### src/rtl/sum_of_n_arbiter.sv
// Two-requester round-robin arbiter in front of a serial 0+1+...+N accumulator.
// Grant, done and busy are registered pulses/levels; one job is in flight at a time.
module sum_of_n_arbiter #(
  parameter int N_W = 4,
  parameter int S_W = 8
) (
  input  logic           clk,
  input  logic           rst,
  input  logic           req0,
  input  logic [N_W-1:0] n0,
  input  logic           req1,
  input  logic [N_W-1:0] n1,
  output logic           gnt0,
  output logic           gnt1,
  output logic           done0,
  output logic           done1,
  output logic [S_W-1:0] s,
  output logic           busy
);

  typedef enum logic [1:0] {IDLE, ACCUM, DONE} state_t;

  state_t         state_q, state_d;
  logic [N_W-1:0] cnt_q, cnt_d;
  logic [S_W-1:0] acc_q, acc_d;
  logic [S_W-1:0] s_q, s_d;
  logic           owner_q, owner_d;
  logic           last_q, last_d;
  logic           gnt0_q, gnt0_d, gnt1_q, gnt1_d;
  logic           done0_q, done0_d, done1_q, done1_d;
  logic           busy_q, busy_d;
  logic           pick;

  always_comb begin
    state_d = state_q;
    cnt_d   = cnt_q;
    acc_d   = acc_q;
    s_d     = s_q;
    owner_d = owner_q;
    last_d  = last_q;
    gnt0_d  = 1'b0;
    gnt1_d  = 1'b0;
    done0_d = 1'b0;
    done1_d = 1'b0;
    // On a tie, serve whichever requester was not served last.
    pick    = (req0 && req1) ? ~last_q : req1;
    case (state_q)
      IDLE: begin
        if (req0 || req1) begin
          state_d = ACCUM;
          cnt_d   = pick ? n1 : n0;
          acc_d   = '0;
          owner_d = pick;
          gnt0_d  = ~pick;
          gnt1_d  = pick;
        end
      end
      ACCUM: begin
        if (cnt_q != '0) begin
          acc_d = acc_q + S_W'(cnt_q);
          cnt_d = cnt_q - 1'b1;
        end else begin
          s_d     = acc_q;
          done0_d = ~owner_q;
          done1_d = owner_q;
          last_d  = owner_q;
          state_d = DONE;
        end
      end
      DONE:    state_d = IDLE;
      default: state_d = IDLE;
    endcase
    busy_d = (state_d != IDLE);
  end

  always_ff @(posedge clk or posedge rst) begin
    if (rst) begin
      state_q <= IDLE;
      cnt_q   <= '0;
      acc_q   <= '0;
      s_q     <= '0;
      owner_q <= 1'b0;
      last_q  <= 1'b1;
      gnt0_q  <= 1'b0;
      gnt1_q  <= 1'b0;
      done0_q <= 1'b0;
      done1_q <= 1'b0;
      busy_q  <= 1'b0;
    end else begin
      state_q <= state_d;
      cnt_q   <= cnt_d;
      acc_q   <= acc_d;
      s_q     <= s_d;
      owner_q <= owner_d;
      last_q  <= last_d;
      gnt0_q  <= gnt0_d;
      gnt1_q  <= gnt1_d;
      done0_q <= done0_d;
      done1_q <= done1_d;
      busy_q  <= busy_d;
    end
  end

  assign gnt0  = gnt0_q;
  assign gnt1  = gnt1_q;
  assign done0 = done0_q;
  assign done1 = done1_q;
  assign s     = s_q;
  assign busy  = busy_q;

endmodule
### config.mk
export PLATFORM = sky130hd
export DESIGN_NAME = sum_of_n_arbiter
export DESIGN_NICKNAME = d
export VERILOG_FILES = /design/src/rtl/sum_of_n_arbiter.sv
export SDC_FILE = /design/constraint.sdc
export NUM_CORES = 1
export LEC_CHECK = 0
export CAP_MARGIN = 30
export CELL_PAD_IN_SITES_DETAIL_PLACEMENT = 0
export CELL_PAD_IN_SITES_GLOBAL_PLACEMENT = 1
export CORE_ASPECT_RATIO = 0.9
export CORE_MARGIN = 3
export CORE_UTILIZATION = 42
export CTS_CLUSTER_DIAMETER = 120
export DETAILED_ROUTE_END_ITERATION = 10
export PLACE_DENSITY_LB_ADDON = 0.25
export SLEW_MARGIN = 30
export SYNTH_ARGS = -nofsm -noshare
export SYNTH_HDL_FRONTEND = slang
export SYNTH_SLANG_ARGS = --single-unit
### constraint.sdc
create_clock -name clk -period 2.75 [get_ports clk]
set_input_delay 0.4125 -clock clk [delete_from_list [all_inputs] [get_ports clk]]
set_output_delay 0.4125 -clock clk [all_outputs]
set_load 0.05 [all_outputs]
Yosys cells after proc, flatten, opt, wreduce, memory -nomap -nowiden
Cells that the tools add are included.
{"block": "word_totals", "ff_bits": 29, "in_bits": 12, "out_inout_bits": 13, "elab_cells": 48}
{"block": "op_classes", "n_addsub": 2, "n_eq_ne": 3, "muxes": 19, "bitwise": 4, "n_reduce_logical": 9}
{"operator": "2-to-1 mux 8 bit", "n": 2}
{"operator": "one-hot mux 8 bit (2 select lines)", "n": 1}
{"operator": "2-to-1 mux 4 bit", "n": 3}
{"operator": "2-to-1 mux 1 bit", "n": 9}
{"operator": "adder 8 x 4 -> 8 bit", "n": 1}
{"operator": "one-hot mux 4 bit (2 select lines)", "n": 1}
{"operator": "2-to-1 mux 2 bit", "n": 2}
{"operator": "inequality test 2 bit (second input constant)", "n": 2}
{"operator": "inverter 1 bit", "n": 4}
{"operator": "one-hot mux 2 bit (2 select lines)", "n": 1}
{"operator": "AND reduction 2 bit", "n": 2}
{"operator": "nonzero test 2 bit", "n": 2}
{"operator": "nonzero test 4 bit", "n": 1}
{"operator": "subtractor 4 x 1 -> 4 bit (second input constant)", "n": 1}
{"operator": "AND reduction 3 bit", "n": 1}
{"operator": "equality test 2 x 1 -> 1 bit (second input constant)", "n": 1}
{"operator": "logical NOT 2 bit", "n": 1}
{"operator": "logical AND 1 bit", "n": 1}
{"operator": "logical OR 1 bit", "n": 1}

Longest topological paths before layout
{"block": "logic_depth", "word_depth": 5, "ltp_mapped": 7, "depth_no_buf": 7}

Least setup slack after synthesis
Ideal clock, no wire load.
{"block": "synth_timing", "path_kind": "register -> register", "startpoint": "register cnt_q[0]", "endpoint": "register acc_q[6]", "arrival_time_ps": 1626, "setup_slack_ps": 1028, "stages_incl_launch_ff": 7, "path_cell_list": "dfrtp_1 > ha_1 > fa_1 > a21o_1 > a21oi_1 > o211ai_1 > o31ai_1"}
{"block": "synth_via", "elab_chain_cells": 3}
{"element": "start, declared", "line": "24", "text": "logic [N_W-1:0] cnt_q, cnt_d;"}
{"element": "start signal, assigned", "line": "91", "text": "cnt_q <= cnt_d;"}
{"element": "adder 8 x 4 -> 8 bit or nonzero test 4 bit (tied branches)", "line": "60, 59"}
{"element": "2-to-1 mux 8 bit or inequality test 2 bit (tied branches)"}
{"element": "one-hot mux 8 bit (2 select lines) or AND reduction 3 bit (tied branches)"}
{"element": "end signal, assigned", "line": "80", "text": "acc_q <= '0;"}
{"element": "end signal, assigned", "line": "92", "text": "acc_q <= acc_d;"}
{"element": "end, declared", "line": "25", "text": "logic [S_W-1:0] acc_q, acc_d;"}
Parallel ways exist; a longest one is shown, timed or not. The select of a mux whose other input is x is not followed.
A chain may end at the register's enable or synchronous reset.

Final worst setup path
{"block": "layout_timing", "startpoint": "register s_q[2], in the netlist s[2]", "endpoint": "output port s[2]"}
{"element": "start, declared", "line": "26", "text": "logic [S_W-1:0] s_q, s_d;"}
{"element": "start signal, assigned", "line": "81", "text": "s_q <= '0;"}
{"element": "start signal, assigned", "line": "93", "text": "s_q <= s_d;"}
{"element": "end, declared", "line": "17", "text": "output logic [S_W-1:0] s,"}
No word-level cell between the ends.

==> metrics.md <==
| Metric | Value |
|---|---|
| Max frequency | 0.520 GHz |
| CP delay by family, top | buffers and inverters |
| Status | completed |
| Max-slew violation count | 0 |
| PD cells | 1250 nW/um^2 |
| Min cycle time layout | 1.92 ns |
| Hold_buf cts | 0 |
| Initial Util | 44.3% |
| YS warnings | 0 |
| Most common cell after layout, fill and taps aside | nand2_1 |
| Pleak | 0.828 nW |
| Layout cells sized above 1 | 11.7% |
| Final Cycle Share | 70.0% |
| RSZ-0062 raised after global routing | false |
| Layout area overhead | 26.4% |
| Seq/Total Area, Yosys | 53.1% |
| Clock skew | 0.00335 ns |
| WP buf/inv | 1 |
| Die Ht | 60.2 um |
| Worst Setup End Kind | output port |
| Floorplan row count | 19 |
| Synthesized cell area | 1370 um^2 |
| CP max stage delay | 0.81 ns |
| Pwr Total | 2.17 mW |
| Core ar. | 3090 um^2 |
| Relative slew slack | 56.8% |
| Total Wirelength | 2.67 mm |
| Clk slew on worst S/H paths | 0.09 ns |
| Hold Vio Cnt, Final | 0 |
| R2R setup slack | 0.87 ns |
| CTS tree | built |
| Reg-to-Reg Start | cnt_q[0] |
| GRT Overall Usage | 16.5% |
| Cell depth of the worst setup path | 1 |
| Starting DRT DRC Count | 47 |
| Critical path launch point type | flop |
| Main synth FF type | dfrtp_1 |
| Slew @ Worst Pin | 0.648 ns |
| Type of the worst min-delay path | primary input to asynchronous set/reset pin |
| Htree depth | 2 |
| DRC violations left | 0 |
| Critical R2R Capture | acc_q[6] |
| Crit path DAT | 1.51 ns |
| TritonCTS Buffers | 5 |
| Clock latency on the worst-skew pair | 0.33 ns |
| Vias post-DR | 1035 |
| Post_cts resized | 0 |
| IO Count | 25 |
| Crit path to | s[2] |
| CP max-delay cell | clkdlybuf4s50_1 |
| Async set or reset register ratio after synthesis | 100% |
| First-pass GRT wire length | 4.82 mm |
| Syn Area/Cell | 10.4 um^2 |
| Antenna violations before repair | 0 |
| Util after Layout | 56.0% |
| Post-CTS Setup Bufs | 0 |
| Grt ovf | 0 |
| Crit. Startpoint | s[2] |
| Peak supply drop | 0.000601 V |
| Crit-path max FO | 2 |
| CP required | 2.34 ns |
| CP Cell Sequence | clkdlybuf4s50_1 |
| Largest net degree at the start of global routing | 20 |
| Port Buffers | 24 |
| Reg2Reg Depth | 6 |
| Clk root buf | clkbuf_4 |
| Bufs on Longest Clock Path | 2 |
| Avg WL per Cell | 13.0 um |
| Final net count | 180 |
| Most frequent cells in the layout | nand2_1 (31), dfrtp_1 (28), clkdlybuf4s50_1 (24) |
| Die ar. | 3980 um^2 |
| Setup TNS | 0 ns |
| Post-DP HPWL | 1.96 mm |
| Via density | 5.05 |
| Die Wd | 66.2 um |
| First drt pass iteration count | 3 |
| Post-synth EDFFs | 0 |
| Cell variety after synth | 43 |
| Synth Register Bits | 29 |
| Max-Cap Viols | 0 |
| ANT nets after route | 0 |
| Vias in the first global route | 1056 |
| Crit path kind | flop to output port |
| Syn Inst Count | 131 |
| Ant diodes | 0 |
| Synthesized Nets | 149 |
| GPL Wtd Cong | 0.862 |
| CTS sink count | 29 |
| Setup-failing EPs final | 0 |
==> registers in the layout (all words and copies together) (netlist names) <==
name	flops
done1	1
last_q	1
state_q	2
busy	1
done0	1
s	8
cnt_q	4
gnt1	1
acc_q	8
owner_q	1
gnt0	1
==> synthesized netlist by cell type (2+ instances only) <==
cell type / instances / area, um^2
o31ai_1: 2 / 15.0
nand2_1: 31 / 116
a21oi_1: 6 / 30.0
a21o_1: 4 / 30.0
ha_1: 5 / 62.6
o21ai_0: 4 / 20.0
xnor2_1: 2 / 17.5
inv_1: 5 / 18.8
mux2i_1: 3 / 30.0
nand3_1: 5 / 25.0
o221ai_1: 2 / 17.5
nor2_1: 4 / 15.0
dfrtp_1: 28 / 701
==> cell families (layout without fill, tap and decap cells) <==
| kind of cell | Yosys count | in the layout | share of synthesized area [%] |
|---|---|---|---|
| xor gates and xnor gates | 3 | 3 | 1.92 |
| muxes | 4 | 4 | 3.02 |
| and+or+nand+nor | 51 | 51 | 17.1 |
| buffers and inverters | 9 | 41 | 3.38 |
| AOI/OAI and AO/OA | 29 | 29 | 15.4 |
| adders and majority gates | 6 | 6 | 6.03 |
| DFF | 29 | 29 | 53.1 |
==> power by group <==
part / internal (mW) / leakage (nW) / switching (mW) / total, mW
clock: 0.148 / 0.0413 / 0.149 / 0.297
combinational: 0.453 / 0.420 / 0.691 / 1.14
sequential: 0.600 / 0.367 / 0.126 / 0.726
==> stage by stage <==
step	worst slack [ns]	hold slack, ns	cell area [um^2]	instances
global placement	0.838	0.439	1660	197
CTS	0.801	0.467	1730	205
finish	0.826	0.467	1730	205
global route	0.756	0.486	1730	205
detailed placement	0.774	0.453	1660	197
floorplan	1.03	0.417	1370	131
==> metal layers <==
| layer | wire [um] | share of wire [%] | track usage (%) | up-vias |
|---|---|---|---|---|
| met1 | 1260 | 47 | 21.4 | 490 |
| met2 | 1260 | 47 | 24.6 | 19 |
| met4 | 44 | 1.6 | 8.70 | 0 |
| met5 | 0 | 0 | 0 | - |
| li1 | - | - | - | 521 |
| met3 | 104 | 3.9 | 5.08 | 5 |
==> worst min-delay path by stage <==
stage / end / depth (start not counted) / startpoint
detailed placement: done0 / 1 / owner_q
global placement: done0 / 1 / owner_q
finish: s[2] / 2 / rst
CTS: done0 / 1 / owner_q
global route: done0 / 1 / owner_q
floorplan: done0 / 1 / owner_q
==> cell type report <==
cell class,instances,area (um^2)
clock inverters,1,5.00
inverters,6,22.5
multi-input cells,93,596
fillers,286,1360
repair buffers,27,263
flip-flops and latches,29,727
clock buffers,7,65.1
well taps,42,52.6
(Power assumes the default switching activity.)
